`src/rtl/piso_frame_serializer_if.sv`:
```
// Parallel-word handshake into the serializer plus the serial link toward the
// downstream shift register.
interface piso_frame_serializer_if #(
  parameter int WIDTH = 8
);
  logic [WIDTH-1:0] din;
  logic             din_valid;
  logic             din_ready;
  logic             SI;
  logic             latch;
  logic             busy;
  logic [4:0]       bit_idx;

  modport master (
    output din, din_valid,
    input  din_ready, SI, latch, busy, bit_idx
  );

  modport slave (
    input  din, din_valid,
    output din_ready, SI, latch, busy, bit_idx
  );
endinterface

```
`src/rtl/piso_frame_serializer.sv`:
```
// Serializes one parallel word per frame onto SI, then pulses latch and
// holds off for a programmable idle gap before taking the next word.
module piso_frame_serializer #(
  parameter int WIDTH      = 8,
  parameter bit LSB_FIRST  = 1'b0,
  parameter int GAP_CYCLES = 1
) (
  input  logic                    Clock,
  input  logic                    rst,
  piso_frame_serializer_if.slave  bus
);

  typedef enum logic [1:0] {IDLE, SHIFT, LATCH, GAP} state_t;

  localparam logic [4:0] BIT_LAST = 5'(WIDTH - 1);
  localparam logic [3:0] GAP_LAST = (GAP_CYCLES == 0) ? 4'd0 : 4'(GAP_CYCLES - 1);

  state_t           state, state_nxt;
  logic [WIDTH-1:0] sreg_p0, sreg_nxt;
  logic [4:0]       bit_cnt_p0, bit_cnt_nxt;
  logic [3:0]       gap_cnt_p0, gap_cnt_nxt;
  logic             si_p0, si_nxt;
  logic             latch_p0;
  logic             rdy_p0;
  logic             accept;

  function automatic logic first_bit(input logic [WIDTH-1:0] w);
    return LSB_FIRST ? w[0] : w[WIDTH-1];
  endfunction

  function automatic logic [WIDTH-1:0] advance(input logic [WIDTH-1:0] w);
    return LSB_FIRST ? (w >> 1) : (w << 1);
  endfunction

  assign accept = (state == IDLE) && rdy_p0 && bus.din_valid;

  always_comb begin
    state_nxt   = state;
    sreg_nxt    = sreg_p0;
    bit_cnt_nxt = '0;
    gap_cnt_nxt = '0;
    si_nxt      = 1'b0;
    unique case (state)
      IDLE: begin
        if (accept) begin
          state_nxt = SHIFT;
          sreg_nxt  = bus.din;
          si_nxt    = first_bit(bus.din);
        end
      end
      SHIFT: begin
        // sreg always holds the word whose leading bit is currently on SI
        if (bit_cnt_p0 == BIT_LAST) begin
          state_nxt = LATCH;
        end else begin
          bit_cnt_nxt = bit_cnt_p0 + 5'd1;
          sreg_nxt    = advance(sreg_p0);
          si_nxt      = first_bit(advance(sreg_p0));
        end
      end
      LATCH: begin
        state_nxt = (GAP_CYCLES == 0) ? IDLE : GAP;
      end
      GAP: begin
        if (gap_cnt_p0 == GAP_LAST) state_nxt = IDLE;
        else                        gap_cnt_nxt = gap_cnt_p0 + 4'd1;
      end
      default: state_nxt = IDLE;
    endcase
  end

  // Register stage: all outputs are decoded from the next state so they
  // change on the same edge as the state itself.
  always_ff @(posedge Clock or negedge rst) begin
    if (!rst) begin
      state      <= IDLE;
      sreg_p0    <= '0;
      bit_cnt_p0 <= '0;
      gap_cnt_p0 <= '0;
      si_p0      <= 1'b0;
      latch_p0   <= 1'b0;
      rdy_p0     <= 1'b0;
    end else begin
      state      <= state_nxt;
      sreg_p0    <= sreg_nxt;
      bit_cnt_p0 <= bit_cnt_nxt;
      gap_cnt_p0 <= gap_cnt_nxt;
      si_p0      <= si_nxt;
      latch_p0   <= (state_nxt == LATCH);
      rdy_p0     <= (state_nxt == IDLE);
    end
  end

  assign bus.din_ready = rdy_p0;
  assign bus.SI        = si_p0;
  assign bus.latch     = latch_p0;
  assign bus.busy      = (state != IDLE);
  assign bus.bit_idx   = (state == SHIFT) ? bit_cnt_p0 : 5'd0;

endmodule

```
`src/flat_wrapper.sv`:
```
// flat-port wrapper written by rule: the top's interface ports become plain ports
module piso_frame_serializer_flat 
#(
  parameter int WIDTH      = 8,
  parameter bit LSB_FIRST  = 1'b0,
  parameter int GAP_CYCLES = 1
)
  (Clock, rst, bus_din, bus_din_valid, bus_din_ready, bus_SI, bus_latch, bus_busy, bus_bit_idx);
  piso_frame_serializer_if #(.WIDTH(WIDTH)) bus_i ();
  input  logic Clock;
  input  logic rst;
  input wire logic [$bits(bus_i.din)-1:0] bus_din;
  input wire logic [$bits(bus_i.din_valid)-1:0] bus_din_valid;
  output wire logic [$bits(bus_i.din_ready)-1:0] bus_din_ready;
  output wire logic [$bits(bus_i.SI)-1:0] bus_SI;
  output wire logic [$bits(bus_i.latch)-1:0] bus_latch;
  output wire logic [$bits(bus_i.busy)-1:0] bus_busy;
  output wire logic [$bits(bus_i.bit_idx)-1:0] bus_bit_idx;
  assign bus_i.din = bus_din;
  assign bus_i.din_valid = bus_din_valid;
  assign bus_din_ready = bus_i.din_ready;
  assign bus_SI = bus_i.SI;
  assign bus_latch = bus_i.latch;
  assign bus_busy = bus_i.busy;
  assign bus_bit_idx = bus_i.bit_idx;
  piso_frame_serializer #(.WIDTH(WIDTH), .LSB_FIRST(LSB_FIRST), .GAP_CYCLES(GAP_CYCLES)) u_core (.Clock(Clock), .rst(rst), .bus(bus_i));
endmodule
```
`config.mk`:
```
export PLATFORM = sky130hd
export DESIGN_NAME = piso_frame_serializer_flat
export DESIGN_NICKNAME = d
export VERILOG_FILES = /design/src/rtl/piso_frame_serializer_if.sv /design/src/rtl/piso_frame_serializer.sv /design/src/flat_wrapper.sv
export SDC_FILE = /design/constraint.sdc
export NUM_CORES = 1
export LEC_CHECK = 0
export CAP_MARGIN = 25
export CELL_PAD_IN_SITES_DETAIL_PLACEMENT = 0
export CELL_PAD_IN_SITES_GLOBAL_PLACEMENT = 2
export CORE_UTILIZATION = 25
export DETAILED_ROUTE_END_ITERATION = 8
export HOLD_SLACK_MARGIN = 0.02
export PLACE_DENSITY_LB_ADDON = 0.12
export SYNTH_ARGS = -nofsm -noshare
export SYNTH_HDL_FRONTEND = slang
export SYNTH_SLANG_ARGS = --single-unit
```
`constraint.sdc`:
```
create_clock -name Clock -period 4.6 [get_ports Clock]
set_clock_uncertainty 0.2 [all_clocks]
set_input_delay 0.69 -clock Clock [delete_from_list [all_inputs] [get_ports Clock]]
set_output_delay 0.69 -clock Clock [all_outputs]
set_load 0.02 [all_outputs]
```
Word-level counts from Yosys, hierarchy flattened
Cells that the tools add are included.
{"block": "classes", "div": 0, "n_eq_ne": 7, "n_addsub": 2, "n_lt_le_gt_ge": 0, "bitwise_logic": 0, "shift": 0, "n_mux": 15, "n_reduce_logical": 8, "mul": 0}
{"op": "$mux 5", "count": 3}
{"op": "$mux 7", "count": 2}
{"op": "$pmux 7 s2", "count": 1}
{"op": "$mux 4", "count": 2}
{"op": "$pmux 2 s4", "count": 1}
{"op": "$eq 2x2->1 const B", "count": 3}
{"op": "$mux 2", "count": 3}
{"op": "$add 5x1->5 const B", "count": 1}
{"op": "$eq 5x3->1 const B", "count": 1}
{"op": "$add 4x1->4 const B", "count": 1}
{"op": "$logic_not 2->1", "count": 2}
{"op": "$logic_not 4->1", "count": 1}
{"op": "$reduce_bool 2->1", "count": 2}
{"op": "$reduce_and 3->1", "count": 1}
{"op": "$eq 2x1->1 const B", "count": 1}
{"op": "$logic_and 1x1->1", "count": 2}
{"op": "$mux 1", "count": 2}
{"op": "$ne 2x1->1 const B", "count": 1}
{"op": "$ne 2x2->1 const B", "count": 1}
{"op": "$pmux 1 s2", "count": 1}
{"block": "totals", "regBits": 21, "rom_bits": 0, "memories": 0, "inputBits": 11, "latchBits": 0, "out_inout_bits": 9, "elab_cells": 39, "ram_bits": 0}

Longest topological paths before layout
Gate-level depths: netlist of the first run.
{"block": "logic_depth", "depth_word": 6, "ltp_mapped": 5, "mapped_depth_nobuf": 5}

Least setup slack after synthesis of the first run
No wires, ideal clock.
{"block": "synth_path", "path_type": "reg-to-output", "startpoint": "register u_core.state[0]", "endpoint": "output port bus_bit_idx[0]", "required_time_ns": 3.710, "setup_slack_ns": 2.662, "arrival_ns": 1.048, "stages_incl_launch_ff": 5, "cell_sequence": "dfrtp_1 nor2b_1 buf_2 buf_4 and2_1"}
{"block": "synth_via", "elab_chain_cells": 2}
{"item": "start, declared", "line": "piso_frame_serializer.sv:18", "rtl": "state_t state, state_nxt;"}
{"item": "start signal, assigned", "line": "piso_frame_serializer.sv:84", "rtl": "state <= state_nxt;"}
{"item": "$eq 2x1->1", "line": "piso_frame_serializer.sv:98", "rtl": "assign bus.bit_idx = (state == SHIFT) ? bit_cnt_p0 : 5'd0;"}
{"item": "$mux 5", "line": "piso_frame_serializer.sv:98"}
{"item": "end, declared", "line": "flat_wrapper.sv:18", "rtl": "output wire logic [$bits(bus_i.bit_idx)-1:0] bus_bit_idx;"}
Every way passes these cells.

Final worst setup path of the first run
{"block": "layout_path", "startpoint": "register u_core.state[0]", "endpoint": "output port bus_bit_idx[2]"}
Same word-level chain as after synthesis.

==> impl_metrics.ini, run 1 <==
[outcome]
status = finished clean

[sta]
maxSlewHeadroom_pct = 69.8
hold_violations = 0
rsz0062_at_grt = false
finalWorstPathRequiredPeriod_ns = 2.70
finalSetupTns_ns = 0
drv_slew = 0
finalCritPeriodShare_pct = 58.7
worst_pin_slew_ns = 0.451
fmax_ghz = 0.370
setup_viol = 0

[pwr]
leakage_uw = 0.000620
vdd_drop_max_mv = 0.290
finalPower_uw = 727
powerDensity_nw_per_um2 = 540

[global_routing]
grt_remaining_overflow = 0
grt_pass1_wl_um = 3220
grt_pass1_vias = 677
antenna_found_initial = 0
grt.total_usage_pct = 10.1
grt_max_degree = 16

[cts]
cts_resized = 0
tritoncts = built
root_buffer = clkbuf_8
post-cts-setup-buffers = 0
clock_latency_ns = 0.25
clk_path_buf_depth = 2
cts_max_level = 1
hold_buffers = 0
clkTransAtPathRegs_ns = 0.07
clock-sinks = 21
cts_buffers = 3

[worst_hold_path]
min_path_type = register to register
hp-start = u_core.bit_cnt_p0[0]$_DFF_PN0_

[placement]
portBuffers = 19
place_inst = 154
hpwl_um = 1380
post_dp_cell_area_um2 = 1300
gp_congestion = 0.653

[synthesis]
synth.area.top_cells = dfrtp_1, mux2_4, mux2_2
synth_xor_area_share_pct = 3.41
synth_top_area_cell = dfrtp_1
synth_top_family_by_area = simple AND/OR/NAND/NOR gates
synth_top_area_share_pct = 51.2
avgSynthCellArea_um2 = 11.8
synthMuxAreaShare_pct = 14.7
syn_inst = 87
synth_seq_cells = 21
synth-simple-area-share_pct = 19.6
synth-compound-area-share_pct = 4.75
yosysWarnings = 0
synthAdderAreaFrac_pct = 3.65
seq_area_frac_synth_pct = 51.2
syn-num-nets = 101
synthDistinctLibCells = 27
syn-cell-area_um2 = 1030

[cells_and_area]
synthToLayoutAreaGrowth_pct = 30.9
drive_gt1_share_pct = 18.2
fin_cells = 158
fin_area_um2 = 1350
insertedDiodeCount = 0
layout.nets = 125
utilization_pct = 35.4

[die]
die_x_um = 66.1
die_y_um = 66.1
die_area_um2 = 4370
core_area_um2 = 3800
rows = 22
initial_core_util_pct = 27.0
ios = 20

[setup_path]
path_class = register to primary output
cp-end-kind = primary output
cp_slowest_cell = clkdlybuf4s50_1
startpoint_type = register
path_cells = nor2b_1, buf_4, and2_1, clkdlybuf4s50_1
cp.required_ns = 3.71
cp_max_fo = 15
r2r-start = u_core.bit_cnt_p0[0]$_DFF_PN0_
crit_path_start = u_core.state[0]$_DFF_PN0_
crit_arrival_ns = 1.81
slowest_delay_ns = 0.59

[detailed_routing]
wl_per_cell_um = 11.8
num_vias = 662
dr.pass1.iters = 2
wl_um = 1860
drc = 0
ant_nets = 0
drtIter0Drc = 8
via_per_inst = 4.19

[run]
max-cap-violations = 0
## layout make-up
type	instances	area [um^2]
Fill cell	397	2450
Timing Repair Buffer	21	225
Tap cell	48	60.1
Sequential cell	21	526
Multi-Input combinational cell	60	474
Inverter	4	15.0
Clock buffer	4	45.0
## report_power, final
part           switching, uW  leakage, uW  total (uW)  internal [uW]
clock                   57.1    0.0000228         119           61.6
sequential              36.2     0.000273         276            240
combinational            142     0.000324         332            190
total                    235     0.000620         727            492
## state kept, by name, summed over array words and instances (netlist names)
name and flops:
u_core.gap_cnt_p0 4, u_core.state 2, u_core.sreg_p0 7, u_core.bus.latch 1
u_core.bus.din_ready 1, u_core.bit_cnt_p0 5, u_core.bus.SI 1
## layout by cell type (no fill, tap or decap), drive strengths merged
master / synthesis / layout
clkbuf: 0 / 4
mux2i: 2 / 2
xor2: 3 / 3
nor3b: 1 / 1
dfrtp: 21 / 21
or2: 1 / 1
nor2: 7 / 7
a21bo: 1 / 1
a21oi: 1 / 1
ha: 3 / 3
o21bai: 1 / 1
and2: 7 / 7
and3: 1 / 1
nor3: 1 / 1
inv: 4 / 4
clkdlybuf4s50: 0 / 19
nor2b: 3 / 3
and4bb: 2 / 2
mux2: 10 / 10
nand2: 5 / 5
nand3: 3 / 3
o21ai: 3 / 3
nand2b: 4 / 4
xnor2: 1 / 1
buf: 2 / 2
## critical path: cells and delay by family, from the launching register on
kind,cells,cell delay (ns)
buffers and inverters,2,0.81
flip-flops,1,0.43
AND/OR/NAND/NOR,2,0.31
## per-stage QoR
stage,setup slack (ns),hold WS [ns]
after global routing,1.77,0.332
after global placement,2.20,0.278
after floorplan,2.66,0.194
final,1.90,0.293
after detailed placement,2.17,0.292
after CTS,1.87,0.308
## metal layers
| layer | share of wire [%] | wire length, um | vias up | GRT usage, % |
|---|---|---|---|---|
| met5 | 0 | 0 | - | 0 |
| met1 | 48 | 896 | 312 | 12.7 |
| li1 | - | - | 335 | - |
| met4 | 0.97 | 18 | 0 | 2.39 |
| met2 | 46 | 859 | 13 | 15.9 |
| met3 | 4.8 | 90 | 2 | 4.14 |
## path summary, 6_finish.rpt
path	end	slack (ns)	depth (start not counted)
setup / recovery	bus_bit_idx[2]	1.90	4
hold / removal	u_core.bit_cnt_p0[0]$_DFF_PN0_	0.29	1
setup reg to reg	u_core.sreg_p0[2]$_DFFE_PN0P_	2.73	4
hold reg to reg	u_core.bit_cnt_p0[0]$_DFF_PN0_	0.29	1
max in group asynchronous	u_core.state[0]$_DFF_PN0_	3.23	2
min in group asynchronous	u_core.bit_cnt_p0[1]$_DFF_PN0_	0.54	1
## synth_stat cells
cell / n
nor2b_1: 3
inv_1: 4
o21ai_1: 1
and4bb_4: 1
nand3_1: 3
xor2_1: 3
a21bo_2: 1
o21ai_0: 2
mux2i_1: 2
ha_1: 3
o21bai_4: 1
a21oi_1: 1
and3_1: 1
and4bb_2: 1
nand2b_1: 4
nand2_1: 5
nor3b_1: 1
nor3_1: 1
xnor2_1: 1
nor2_1: 7
mux2_2: 5
buf_4: 1
and2_1: 7
buf_2: 1
or2_2: 1
dfrtp_1: 21
mux2_4: 5
## kinds of logic after synthesis
logic type | Yosys count
mux | 12
fa+ha+maj | 3
flops | 21
buf+inv | 6
compound gates | 6
xor+xnor | 4
simple gates | 35
(Power assumes the default switching activity.)
==> inputs of run 2 (changes only) <==
- clock period: 4.6 -> 2.5 ns (I/O delays scaled with it)
==> run 2 against run 1 <==
Sequential power increased by 82%. Register-to-register slack got worse by 2.1 ns. Routed wire length decreased by 1.6%. Sequential share of layout area increased by 0.52 points. Critical path depth decreased by 1. Hold slack got worse by 0.031 ns. Global-route usage decreased by 0.15 points. Non-clock buffer count unchanged. Setup slack got worse by 1.7 ns. Critical path type unchanged. Critical endpoint is now bus_bit_idx[0]. Highest routed layer unchanged.
==> impl_metrics.ini, run 2 (synthesized netlist as in run 1, its figures left out) <==
[cts]
clk_path_buf_depth = 2
clock_latency_ns = 0.26
clkTransAtPathRegs_ns = 0.08
clock-sinks = 21
cts_max_level = 1
root_buffer = clkbuf_8
tritoncts = built
cts_buffers = 3

[setup_path]
cp-end-kind = primary output
crit_arrival_ns = 1.74
crit_family = buffers and inverters
cp_max_fo = 7
cp_num_buf_inv = 1
r2r-start = u_core.state[0]$_DFF_PN0_
slowest_delay_ns = 0.59
path_class = register to primary output
cp-endpoint = bus_bit_idx[0]
r2r_cells = 4
cp.required_ns = 1.92
cp_slowest_cell = clkdlybuf4s50_1
startpoint_type = register
r2r_setup_slack_ns = 0.64
worst-path-stages = 3
rr_endpoint = u_core.sreg_p0[5]$_DFFE_PN0P_
path_cells = nor2b_2, and2_1, clkdlybuf4s50_1
crit_path_start = u_core.state[0]$_DFF_PN0_

[global_routing]
grt_pass1_vias = 692
grt.total_usage_pct = 9.94
grt_max_degree = 22
antenna_found_initial = 0
grt_remaining_overflow = 0
grt_pass1_wl_um = 3150

[placement]
gp_congestion = 0.673
hpwl_um = 1320
portBuffers = 19
post_dp_cell_area_um2 = 1280

[sta]
hold_violations = 0
maxSlewHeadroom_pct = 78.7
drv_slew = 0
fmax_ghz = 0.431
finalCritPeriodShare_pct = 92.7
worst_pin_slew_ns = 0.319
fin_hold_ws_ns = 0.262
setup_viol = 0
finalSetupTns_ns = 0
finalWorstPathRequiredPeriod_ns = 2.32
rsz0062_at_grt = false

[cells_and_area]
synthToLayoutAreaGrowth_pct = 29.2
final_common_cell = dfrtp_1
insertedDiodeCount = 0
layout.nets = 125
fin_area_um2 = 1330
layout_common_cells = dfrtp_1, clkdlybuf4s50_1, nor2_1, and2_1
drive_gt1_share_pct = 19.1
top_regs = u_core.sreg_p0: 7 flops, u_core.bit_cnt_p0: 5 flops, u_core.gap_cnt_p0: 4 flops
top_register = u_core.sreg_p0
largest_reg_flops = 7

[die]
ios = 20
die_x_um = 66.1
core_area_um2 = 3800
die_area_um2 = 4370
rows = 22
die_y_um = 66.1
initial_core_util_pct = 27.0

[detailed_routing]
drtIter0Drc = 33
num_vias = 674
via_per_inst = 4.27
wl_um = 1840
ant_nets = 0
dr.pass1.iters = 2
drc = 0
wl_per_cell_um = 11.6

[pwr]
finalPower_uw = 1340
vdd_drop_max_mv = 0.320
leakage_uw = 0.000614
powerDensity_nw_per_um2 = 1010

[run]
max-cap-violations = 0

[outcome]
status = finished clean

[worst_hold_path]
min_path_type = primary input to async pin
==> run 2: cell counts in the layout (fill, tap and decap cells not counted) <==
No cell type changed its count.
==> run 2: final cells by class <==
| class | instances | area, um^2 |
|---|---|---|
| Fill cell | 396 | 2470 |
| Sequential cell | 21 | 526 |
| Multi-Input combinational cell | 60 | 477 |
| Timing Repair Buffer | 21 | 205 |
| Tap cell | 48 | 60.1 |
| Clock buffer | 4 | 45.0 |
| Inverter | 4 | 15.0 |
==> run 2: worst reg2reg max path: stages (launching register included) <==
cell     delay, ns
dfrtp_1       0.42
nor2b_2       0.30
buf_4         0.23
mux2_2        0.35
mux2_4        0.25
==> run 2: timing repair <==
item | CTS | global route
hold buffers | 0 | 0
gates resized for setup | 0 | 1
setup buffers | 0 | 0
setup endpoints to repair | 0 | 5
==> run 2: metal layers <==
layer  vias to the layer above  global-route usage (%)  routed length [um]
met5                         -                       0                   0
met4                         0                    6.38                  36
met3                         4                    2.41                  74
met2                        13                    15.3                 843
met1                       321                    12.3                 880
li1                        336                       -                   -
==> run 2: how the worst min path moves through the flow <==
stage                                   startpoint  slack (ns)  cells after the start                              to
global placement    u_core.bit_cnt_p0[0]$_DFF_PN0_        0.27                      1  u_core.bit_cnt_p0[0]$_DFF_PN0_
detailed placement  u_core.bit_cnt_p0[0]$_DFF_PN0_        0.28                      1  u_core.bit_cnt_p0[0]$_DFF_PN0_
finish                                         rst        0.26                      2   u_core.sreg_p0[3]$_DFFE_PN0P_
floorplan                                      rst       -0.12                      0  u_core.bit_cnt_p0[0]$_DFF_PN0_
global route                                   rst        0.31                      2   u_core.sreg_p0[3]$_DFFE_PN0P_
CTS                                            rst        0.28                      2   u_core.sreg_p0[3]$_DFFE_PN0P_
==> run 2: power breakdown <==
group          switching [uW]  leakage, uW  internal [uW]  total [uW]
Clock                     114    0.0000228            114         227
Combinational             264     0.000318            349         613
Sequential               62.1     0.000273            441         503
Total                     440     0.000614            903        1340
==> run 2: through the flow <==
| step | cells | setup WS, ns | utilization (%) |
|---|---|---|---|
| 3_3_place_gp | 154 | 0.329 | 33.7 |
| 2_1_floorplan | 87 | 0.759 | - |
| 6_report | 158 | 0.182 | 34.9 |
| 5_1_grt | 158 | 0.0384 | 34.9 |
| 4_1_cts | 158 | 0.0231 | 34.9 |
| 3_5_place_dp | 154 | 0.327 | 33.7 |
==> inputs of run 3 (changes only) <==
- TNS_END_PERCENT: default -> 10
==> results of run 3 <==
Final layout, timing and power as in run 2 (identical DEF).
